--- config.mk ---
export PLATFORM = sky130hd
export DESIGN_NAME = uart_baud_cfg_ctrl_flat
export DESIGN_NICKNAME = d
export VERILOG_FILES = /design/src/rtl/uart_pkg.sv /design/src/rtl/uart_baud_cfg_ctrl_if.sv /design/src/rtl/uart_rx_sync.sv /design/src/rtl/uart_baud_cfg_ctrl.sv /design/src/flat_wrapper.sv
export SDC_FILE = /design/constraint.sdc
export NUM_CORES = 1
export LEC_CHECK = 0
export CAP_MARGIN = 20
export CORE_ASPECT_RATIO = 0.8
export CORE_UTILIZATION = 60
export CTS_CLUSTER_DIAMETER = 100
export DETAILED_ROUTE_END_ITERATION = 8
export GPL_ROUTABILITY_DRIVEN = 0
export PLACE_DENSITY = 0.79
export SYNTH_ARGS = -nofsm -noshare
export SYNTH_HDL_FRONTEND = slang
export SYNTH_SLANG_ARGS = --single-unit
--- constraint.sdc ---
create_clock -name clk -period 5.5 [get_ports clk]
set_input_delay 0.55 -clock clk [delete_from_list [all_inputs] [get_ports clk]]
set_output_delay 0.55 -clock clk [all_outputs]
set_load 0.01 [all_outputs]
--- src/rtl/uart_pkg.sv ---
// uart_pkg: baud-select encodings, bit-period helper and auto-baud FSM states
package uart_pkg;
    localparam logic [1:0] SEL_9600   = 2'b00;
    localparam logic [1:0] SEL_19200  = 2'b01;
    localparam logic [1:0] SEL_38400  = 2'b10;
    localparam logic [1:0] SEL_115200 = 2'b11;
    localparam int CNT_W = 26;

    typedef enum logic [2:0] {IDLE, WAIT_EDGE, MEASURE, WAIT_QUIET, APPLY} ab_state_t;

    function automatic int bit_period(input int clk_freq, input logic [1:0] sel);
        return sel == SEL_9600  ? clk_freq / 9600 :
               sel == SEL_19200 ? clk_freq / 19200 :
               sel == SEL_38400 ? clk_freq / 38400 : clk_freq / 115200;
    endfunction
endpackage

--- src/rtl/uart_baud_cfg_ctrl_if.sv ---
// uart_baud_cfg_ctrl_if: software/UART-side control and status of the baud config controller
interface uart_baud_cfg_ctrl_if;
    logic [1:0] sw_sel;
    logic       sw_wr;
    logic       ab_start;
    logic       uart_busy;
    logic [1:0] baud_sel;
    logic       sel_upd;
    logic       ab_busy;
    logic       ab_done;
    logic       ab_err;

    modport master (
        output sw_sel, sw_wr, ab_start, uart_busy,
        input  baud_sel, sel_upd, ab_busy, ab_done, ab_err
    );
    modport slave (
        input  sw_sel, sw_wr, ab_start, uart_busy,
        output baud_sel, sel_upd, ab_busy, ab_done, ab_err
    );
endinterface

--- src/rtl/uart_rx_sync.sv ---
// uart_rx_sync: 2-flop synchronizer for the raw rx line with rise/fall strobes
module uart_rx_sync (
    input  logic clk,
    input  logic rst,
    input  logic rxd,
    output logic rxs,
    output logic rise,
    output logic fall
);
    logic [2:0] sh;

    always_ff @(posedge clk or posedge rst) begin
        if (rst) sh <= '1;
        else sh <= {sh[1:0], rxd};
    end

    assign rxs  = sh[1];
    assign rise = sh[1] & ~sh[2];
    assign fall = ~sh[1] & sh[2];
endmodule

--- src/rtl/uart_baud_cfg_ctrl.sv ---
// uart_baud_cfg_ctrl: owns the baud select; applies software writes and auto-baud results when the UART is idle
module uart_baud_cfg_ctrl
    import uart_pkg::*;
#(
    parameter int         CLK_FREQ       = 50_000_000,
    parameter int         TIMEOUT_CYCLES = 50_000_000,
    parameter logic [1:0] RESET_SEL      = 2'b00
) (
    input logic clk,
    input logic rst,
    input logic rxd,
    uart_baud_cfg_ctrl_if.slave cfg
);
    localparam int P0 = bit_period(CLK_FREQ, SEL_9600);
    localparam int P1 = bit_period(CLK_FREQ, SEL_19200);
    localparam int P2 = bit_period(CLK_FREQ, SEL_38400);
    localparam int P3 = bit_period(CLK_FREQ, SEL_115200);
    localparam logic [CNT_W-1:0] T01     = CNT_W'((P0 + P1) / 2);
    localparam logic [CNT_W-1:0] T12     = CNT_W'((P1 + P2) / 2);
    localparam logic [CNT_W-1:0] T23     = CNT_W'((P2 + P3) / 2);
    localparam logic [CNT_W-1:0] TMIN    = CNT_W'(P3 / 2);
    localparam logic [CNT_W-1:0] TMAX    = CNT_W'(P0 + P0 / 2);
    localparam logic [CNT_W-1:0] TO_LAST = CNT_W'(TIMEOUT_CYCLES - 1);
    // quiet window is 11 bit times of the detected rate; compare against the last count before it
    localparam logic [CNT_W-1:0] Q0 = CNT_W'(11 * P0 - 1);
    localparam logic [CNT_W-1:0] Q1 = CNT_W'(11 * P1 - 1);
    localparam logic [CNT_W-1:0] Q2 = CNT_W'(11 * P2 - 1);
    localparam logic [CNT_W-1:0] Q3 = CNT_W'(11 * P3 - 1);

    ab_state_t        state, state_d;
    logic [CNT_W-1:0] cnt, cnt_d, cnt_inc, quiet_last;
    logic [1:0]       sel_det, det_d, pending, pend_d, sel_d;
    logic             pend_valid, pv_d, upd_d, done_d, err_d;
    logic             rxs, rx_rise, rx_fall;

    uart_rx_sync u_sync (.clk(clk), .rst(rst), .rxd(rxd), .rxs(rxs), .rise(rx_rise), .fall(rx_fall));

    assign cnt_inc     = &cnt ? cnt : cnt + 1'b1;
    assign quiet_last  = sel_det == SEL_9600 ? Q0 : sel_det == SEL_19200 ? Q1 : sel_det == SEL_38400 ? Q2 : Q3;
    assign cfg.ab_busy = state != IDLE;

    always_ff @(posedge clk or posedge rst) begin
        if (rst) begin
            state        <= IDLE;
            cnt          <= '0;
            sel_det      <= RESET_SEL;
            pending      <= RESET_SEL;
            pend_valid   <= 1'b0;
            cfg.baud_sel <= RESET_SEL;
            cfg.sel_upd  <= 1'b0;
            cfg.ab_done  <= 1'b0;
            cfg.ab_err   <= 1'b0;
        end else begin
            state        <= state_d;
            cnt          <= cnt_d;
            sel_det      <= det_d;
            pending      <= pend_d;
            pend_valid   <= pv_d;
            cfg.baud_sel <= sel_d;
            cfg.sel_upd  <= upd_d;
            cfg.ab_done  <= done_d;
            cfg.ab_err   <= err_d;
        end
    end

    always_comb begin
        state_d = state;
        cnt_d   = cnt;
        det_d   = sel_det;
        pend_d  = pending;
        pv_d    = pend_valid;
        sel_d   = cfg.baud_sel;
        upd_d   = 1'b0;
        done_d  = 1'b0;
        err_d   = 1'b0;
        case (state)
            IDLE: begin
                if (cfg.ab_start) begin
                    state_d = WAIT_EDGE;
                    cnt_d   = '0;
                end else if (cfg.sw_wr) begin
                    pend_d = cfg.sw_sel;
                    pv_d   = 1'b1;
                end
                if (pend_valid && !cfg.uart_busy) begin
                    sel_d = pending;
                    upd_d = 1'b1;
                    pv_d  = cfg.sw_wr && !cfg.ab_start;
                end
            end
            WAIT_EDGE: begin
                if (!rxs) begin
                    state_d = MEASURE;
                    cnt_d   = CNT_W'(1);
                end else if (cnt == TO_LAST) begin
                    state_d = IDLE;
                    err_d   = 1'b1;
                end else cnt_d = cnt_inc;
            end
            MEASURE: begin
                if (!rx_rise) cnt_d = cnt_inc;
                else if (cnt < TMIN || cnt > TMAX) begin
                    state_d = IDLE;
                    err_d   = 1'b1;
                end else begin
                    det_d   = cnt >= T01 ? SEL_9600 : cnt >= T12 ? SEL_19200 : cnt >= T23 ? SEL_38400 : SEL_115200;
                    state_d = WAIT_QUIET;
                    cnt_d   = '0;
                end
            end
            WAIT_QUIET: begin
                // a falling edge restarts the window; the count then holds at zero while the line is low
                if (rx_fall) cnt_d = '0;
                else if (rxs) begin
                    if (cnt == quiet_last) state_d = APPLY;
                    else cnt_d = cnt_inc;
                end
            end
            APPLY: begin
                if (!cfg.uart_busy) begin
                    sel_d   = sel_det;
                    upd_d   = 1'b1;
                    done_d  = 1'b1;
                    pv_d    = 1'b0;
                    state_d = IDLE;
                end
            end
            default: state_d = IDLE;
        endcase
    end
endmodule

--- src/flat_wrapper.sv ---
// flat-port wrapper written by rule: the top's interface ports become plain ports
module uart_baud_cfg_ctrl_flat import uart_pkg::*;
#(
    parameter int         CLK_FREQ       = 50_000_000,
    parameter int         TIMEOUT_CYCLES = 50_000_000,
    parameter logic [1:0] RESET_SEL      = 2'b00
)
  (clk, rst, rxd, cfg_sw_sel, cfg_sw_wr, cfg_ab_start, cfg_uart_busy, cfg_baud_sel, cfg_sel_upd, cfg_ab_busy, cfg_ab_done, cfg_ab_err);
  uart_baud_cfg_ctrl_if cfg_i ();
  input logic clk;
  input logic rst;
  input logic rxd;
  input wire logic [$bits(cfg_i.sw_sel)-1:0] cfg_sw_sel;
  input wire logic [$bits(cfg_i.sw_wr)-1:0] cfg_sw_wr;
  input wire logic [$bits(cfg_i.ab_start)-1:0] cfg_ab_start;
  input wire logic [$bits(cfg_i.uart_busy)-1:0] cfg_uart_busy;
  output wire logic [$bits(cfg_i.baud_sel)-1:0] cfg_baud_sel;
  output wire logic [$bits(cfg_i.sel_upd)-1:0] cfg_sel_upd;
  output wire logic [$bits(cfg_i.ab_busy)-1:0] cfg_ab_busy;
  output wire logic [$bits(cfg_i.ab_done)-1:0] cfg_ab_done;
  output wire logic [$bits(cfg_i.ab_err)-1:0] cfg_ab_err;
  assign cfg_i.sw_sel = cfg_sw_sel;
  assign cfg_i.sw_wr = cfg_sw_wr;
  assign cfg_i.ab_start = cfg_ab_start;
  assign cfg_i.uart_busy = cfg_uart_busy;
  assign cfg_baud_sel = cfg_i.baud_sel;
  assign cfg_sel_upd = cfg_i.sel_upd;
  assign cfg_ab_busy = cfg_i.ab_busy;
  assign cfg_ab_done = cfg_i.ab_done;
  assign cfg_ab_err = cfg_i.ab_err;
  uart_baud_cfg_ctrl #(.CLK_FREQ(CLK_FREQ), .TIMEOUT_CYCLES(TIMEOUT_CYCLES), .RESET_SEL(RESET_SEL)) u_core (.clk(clk), .rst(rst), .rxd(rxd), .cfg(cfg_i));
endmodule
==> impl_metrics.xml <==
<?xml version="1.0" encoding="UTF-8"?>
<metrics>
  <group name="routing">
    <metric name="postRouteWirelength" unit="mm">7.27</metric>
    <metric name="drc_errors" unit="">0</metric>
    <metric name="routed-via-count" unit="">2719</metric>
    <metric name="highest_layer" unit="">met4</metric>
    <metric name="avgRoutedWirePerCell" unit="microns">18.4</metric>
    <metric name="firstDrtPassIters" unit="">5</metric>
    <metric name="detailedRoute.firstIterationViolations" unit="">278</metric>
    <metric name="m1WireLength" unit="mm">3.35</metric>
    <metric name="routed-wl-met3" unit="microns">649</metric>
    <metric name="routed_via_density" unit="">6.87</metric>
    <metric name="drt.antenna.violating_nets" unit="">0</metric>
    <metric name="detailroute.wirelength.met2" unit="mm">3.12</metric>
  </group>
  <group name="cts">
    <metric name="worstSkewPairLatency" unit="ns">0.31</metric>
    <metric name="clock_tree.root_cell" unit="">clkbuf_8</metric>
    <metric name="cts.repair_timing.setup_buffer_count" unit="">0</metric>
    <metric name="clk_pin_slew" unit="ns">0.08</metric>
    <metric name="clock_path_buffers" unit="">2</metric>
    <metric name="cts_inserted_buffers" unit="">5</metric>
    <metric name="htree_num_levels" unit="">2</metric>
    <metric name="cts_repair_resize_count" unit="">0</metric>
    <metric name="cts_tree" unit="">done</metric>
    <metric name="holdBufCountCts" unit="">0</metric>
    <metric name="tritoncts_num_sinks" unit="">42</metric>
  </group>
  <group name="yosys">
    <metric name="synth_common_cells" unit="">dfrtp_1, nand2_1, o21ai_0</metric>
    <metric name="cell_type_with_the_largest_total_area_after_synthesis" unit="">dfrtp_1</metric>
    <metric name="yosys_warnings" unit="">0</metric>
    <metric name="post-synth-top-count-cell" unit="">dfrtp_1</metric>
    <metric name="ys_seq_elements" unit="">42</metric>
    <metric name="area_contributors_post_synth" unit="">dfrtp_1, o21ai_0, a21oi_1, ha_1, nand2_1</metric>
    <metric name="mappedNetlistArea" unit="sq um">2960</metric>
    <metric name="netlist_instances" unit="">341</metric>
    <metric name="synthDominantCellAreaShare" unit="%">33.0</metric>
    <metric name="share_of_synthesized_registers_carrying_an_async_set_or_reset" unit="%">100</metric>
    <metric name="netlist-cell-type-count" unit="">68</metric>
    <metric name="syn-mean-instance-area" unit="sq um">8.67</metric>
    <metric name="synth-seq-area-share" unit="%">35.7</metric>
    <metric name="synth_enable_flop_cells" unit="">0</metric>
    <metric name="yosys_most_used_dff" unit="">dfrtp_1</metric>
    <metric name="synth.net_count" unit="">358</metric>
  </group>
  <group name="global_route">
    <metric name="antenna_found_initial" unit="">0</metric>
    <metric name="grt_pass1_wl" unit="mm">12.4</metric>
    <metric name="grt-ovfl-total" unit="">0</metric>
    <metric name="total_global_routing_track_utilization" unit="%">31.7</metric>
    <metric name="grt_pass1_vias" unit="">2411</metric>
    <metric name="maximum_number_of_pins_on_one_net_before_global_route_repair" unit="">43</metric>
  </group>
  <group name="pwr">
    <metric name="power_frac_clock" unit="%">16.9</metric>
    <metric name="power.switching_fraction" unit="%">44.0</metric>
    <metric name="p_leak" unit="nW">1.24</metric>
    <metric name="design_power" unit="W">0.00129</metric>
    <metric name="power.density_cell_area" unit="nW/um^2">416</metric>
    <metric name="internal_power" unit="W">0.000720</metric>
    <metric name="total_switching_power" unit="W">0.000567</metric>
    <metric name="share_comb_of_total_power" unit="%">43.6</metric>
    <metric name="power.sequential.fraction" unit="%">39.4</metric>
    <metric name="vdd_ir_drop_max" unit="V">0.000310</metric>
  </group>
  <group name="finish">
    <metric name="final_layout_size_suffix_gt1_share" unit="%">10.4</metric>
    <metric name="number_of_antenna_diodes" unit="">0</metric>
    <metric name="area_growth" unit="%">4.70</metric>
    <metric name="nNetsFinal" unit="">352</metric>
  </group>
  <group name="setup_path">
    <metric name="crit_buf_inv" unit="">1</metric>
    <metric name="timing.critical_path.fanout_max" unit="">13</metric>
    <metric name="path_cells" unit="">inv_1 -&gt; ha_1 -&gt; or3b_4 -&gt; a2111oi_4 -&gt; a31oi_2 -&gt; o311ai_4 -&gt; nor3_1 -&gt; o22a_1</metric>
    <metric name="worstSetupEndpointType" unit="">flop</metric>
    <metric name="crit_type" unit="">flop to flop</metric>
    <metric name="cp_top_family" unit="">compound AO/OA/AOI/OAI gates</metric>
    <metric name="startpoint_type" unit="">flop</metric>
    <metric name="crit_path_top_delay_cell" unit="">o311ai_4</metric>
    <metric name="critical_path_arrival" unit="ns">3.06</metric>
    <metric name="worst-endpoint-required" unit="ns">5.70</metric>
    <metric name="worst_path_largest_cell_delay" unit="ns">0.57</metric>
  </group>
  <group name="timing">
    <metric name="tightest_slew" unit="ns">0.992</metric>
    <metric name="slew-limit-headroom" unit="%">33.9</metric>
    <metric name="rsz0062_at_grt" unit="">false</metric>
    <metric name="period_minus_slack" unit="ns">2.86</metric>
    <metric name="maxSlewViolCount" unit="">0</metric>
    <metric name="setup_viol" unit="">0</metric>
    <metric name="timing_hold_violations_final" unit="">0</metric>
    <metric name="tns" unit="ns">0</metric>
    <metric name="finClkSkew" unit="ns">0.00680</metric>
    <metric name="layout_worst_path_cycle_share" unit="%">52.0</metric>
    <metric name="maximum_clock_rate" unit="GHz">0.349</metric>
  </group>
  <group name="min_path">
    <metric name="hold_path.class" unit="">flop to flop</metric>
  </group>
  <group name="die">
    <metric name="dieArea" unit="sq um">5210</metric>
    <metric name="die-height" unit="microns">64.8</metric>
    <metric name="ioPinCount" unit="">14</metric>
    <metric name="initial_core_util" unit="%">63.6</metric>
    <metric name="core.rowCount" unit="">22</metric>
    <metric name="fp.dieW" unit="microns">80.5</metric>
    <metric name="placeableCoreArea" unit="sq um">4650</metric>
  </group>
  <group name="outcome">
    <metric name="status" unit="">finished, final reports clean</metric>
  </group>
  <group name="place">
    <metric name="detailedPlacementHpwl" unit="mm">5.17</metric>
    <metric name="io_buffers" unit="">13</metric>
  </group>
  <group name="job">
    <metric name="max-cap-violations" unit="">0</metric>
  </group>
</metrics>
==> cell usage in the layout (no fill, tap or decap), types with 3 or more instances in the layout <==
master / synthesis / routed
dfrtp_1: 39 / 39
nand2_1: 30 / 30
o21ai_0: 29 / 29
nor2_1: 28 / 28
a21oi_1: 25 / 25
nand3_1: 16 / 16
o31ai_1: 13 / 13
clkdlybuf4s50_1: 0 / 13
nand4_1: 10 / 10
a31oi_1: 10 / 10
ha_1: 9 / 9
inv_1: 9 / 8
nor3_1: 6 / 6
clkbuf_8: 0 / 6
nor4_1: 5 / 5
and3_1: 4 / 4
nand2b_1: 4 / 4
o22a_1: 4 / 4
a21o_1: 4 / 4
and2_1: 4 / 4
or3_1: 4 / 4
mux2_2: 3 / 3
dfstp_2: 3 / 3
==> state kept, by name, indices dropped and copies added, names as in the netlist <==
register / cells
u_core.pend_valid: 1
u_core.cnt: 26
u_core.sel_det: 2
u_core.cfg.ab_done: 1
u_core.state: 3
u_core.cfg.sel_upd: 1
u_core.cfg.ab_err: 1
u_core.pending: 2
u_core.u_sync.sh: 3
u_core.cfg.baud_sel: 2
==> cell families after synthesis <==
family / count (synthesis) / share of synthesized area [%]
buffers and inverters: 36 / 6.86
muxes: 5 / 1.82
DFF: 42 / 35.7
AOI/OAI and AO/OA: 110 / 25.5
xor gates and xnor gates: 3 / 0.889
and+or+nand+nor: 136 / 25.5
adders and majority gates: 9 / 3.81
==> power groups by stage <==
stage / logic (W) / clock network [W] / registers (W)
3_5_place_dp: 0.000554 / 0 / 0.000510
6_report: 0.000562 / 0.000218 / 0.000508
3_3_place_gp: 0.000542 / 0 / 0.000504
5_1_grt: 0.000628 / 0.000231 / 0.000522
4_1_cts: 0.000557 / 0.000221 / 0.000504
2_1_floorplan: 0.000511 / 0 / 0.000428
==> cell type report <==
type                            instances  area, sq um
Sequential cell                        42         1050
Clock buffer                            6         82.6
Fill cell                             383         1560
Tap cell                               60         75.1
Multi-Input combinational cell        263         1700
Clock inverter                          2         12.5
Timing Repair Buffer                   14          138
Inverter                                9         33.8
==> layer usage <==
layer | up-vias | GRT usage, %
li1 | 1250 | -
met1 | 1331 | 47.0
met2 | 120 | 43.9
met3 | 18 | 6.90
met4 | 0 | 14.1
met5 | - | 0
==> stage by stage <==
step / worst slack (ns) / util, % / instances / cell area [sq um] / hold slack [ns]
final: 2.64 / 66.5 / 396 / 3100 / 0.362
after global routing: 2.45 / 66.5 / 396 / 3100 / 0.369
after CTS: 2.64 / 66.5 / 396 / 3100 / 0.365
after detailed placement: 2.64 / 64.5 / 388 / 3000 / 0.349
after global placement: 2.73 / 64.5 / 388 / 3000 / 0.352
after floorplan: 3.04 / - / 341 / 2960 / 0.345
==> worst paths after layout <==
kind	startpoint	to	slack (ns)	depth (start not counted)
max	u_core.sel_det[0]	u_core.cnt[9]	2.64	8
min	u_core.u_sync.sh[0]	u_core.u_sync.sh[1]	0.36	0
max reg2reg	u_core.sel_det[0]	u_core.cnt[9]	2.64	8
min reg2reg	u_core.u_sync.sh[0]	u_core.u_sync.sh[1]	0.36	0
max in group asynchronous	rst	u_core.u_sync.sh[2]	4.48	3
min in group asynchronous	rst	u_core.state[0]	0.66	3
Power figures use the tool's default switching activity.
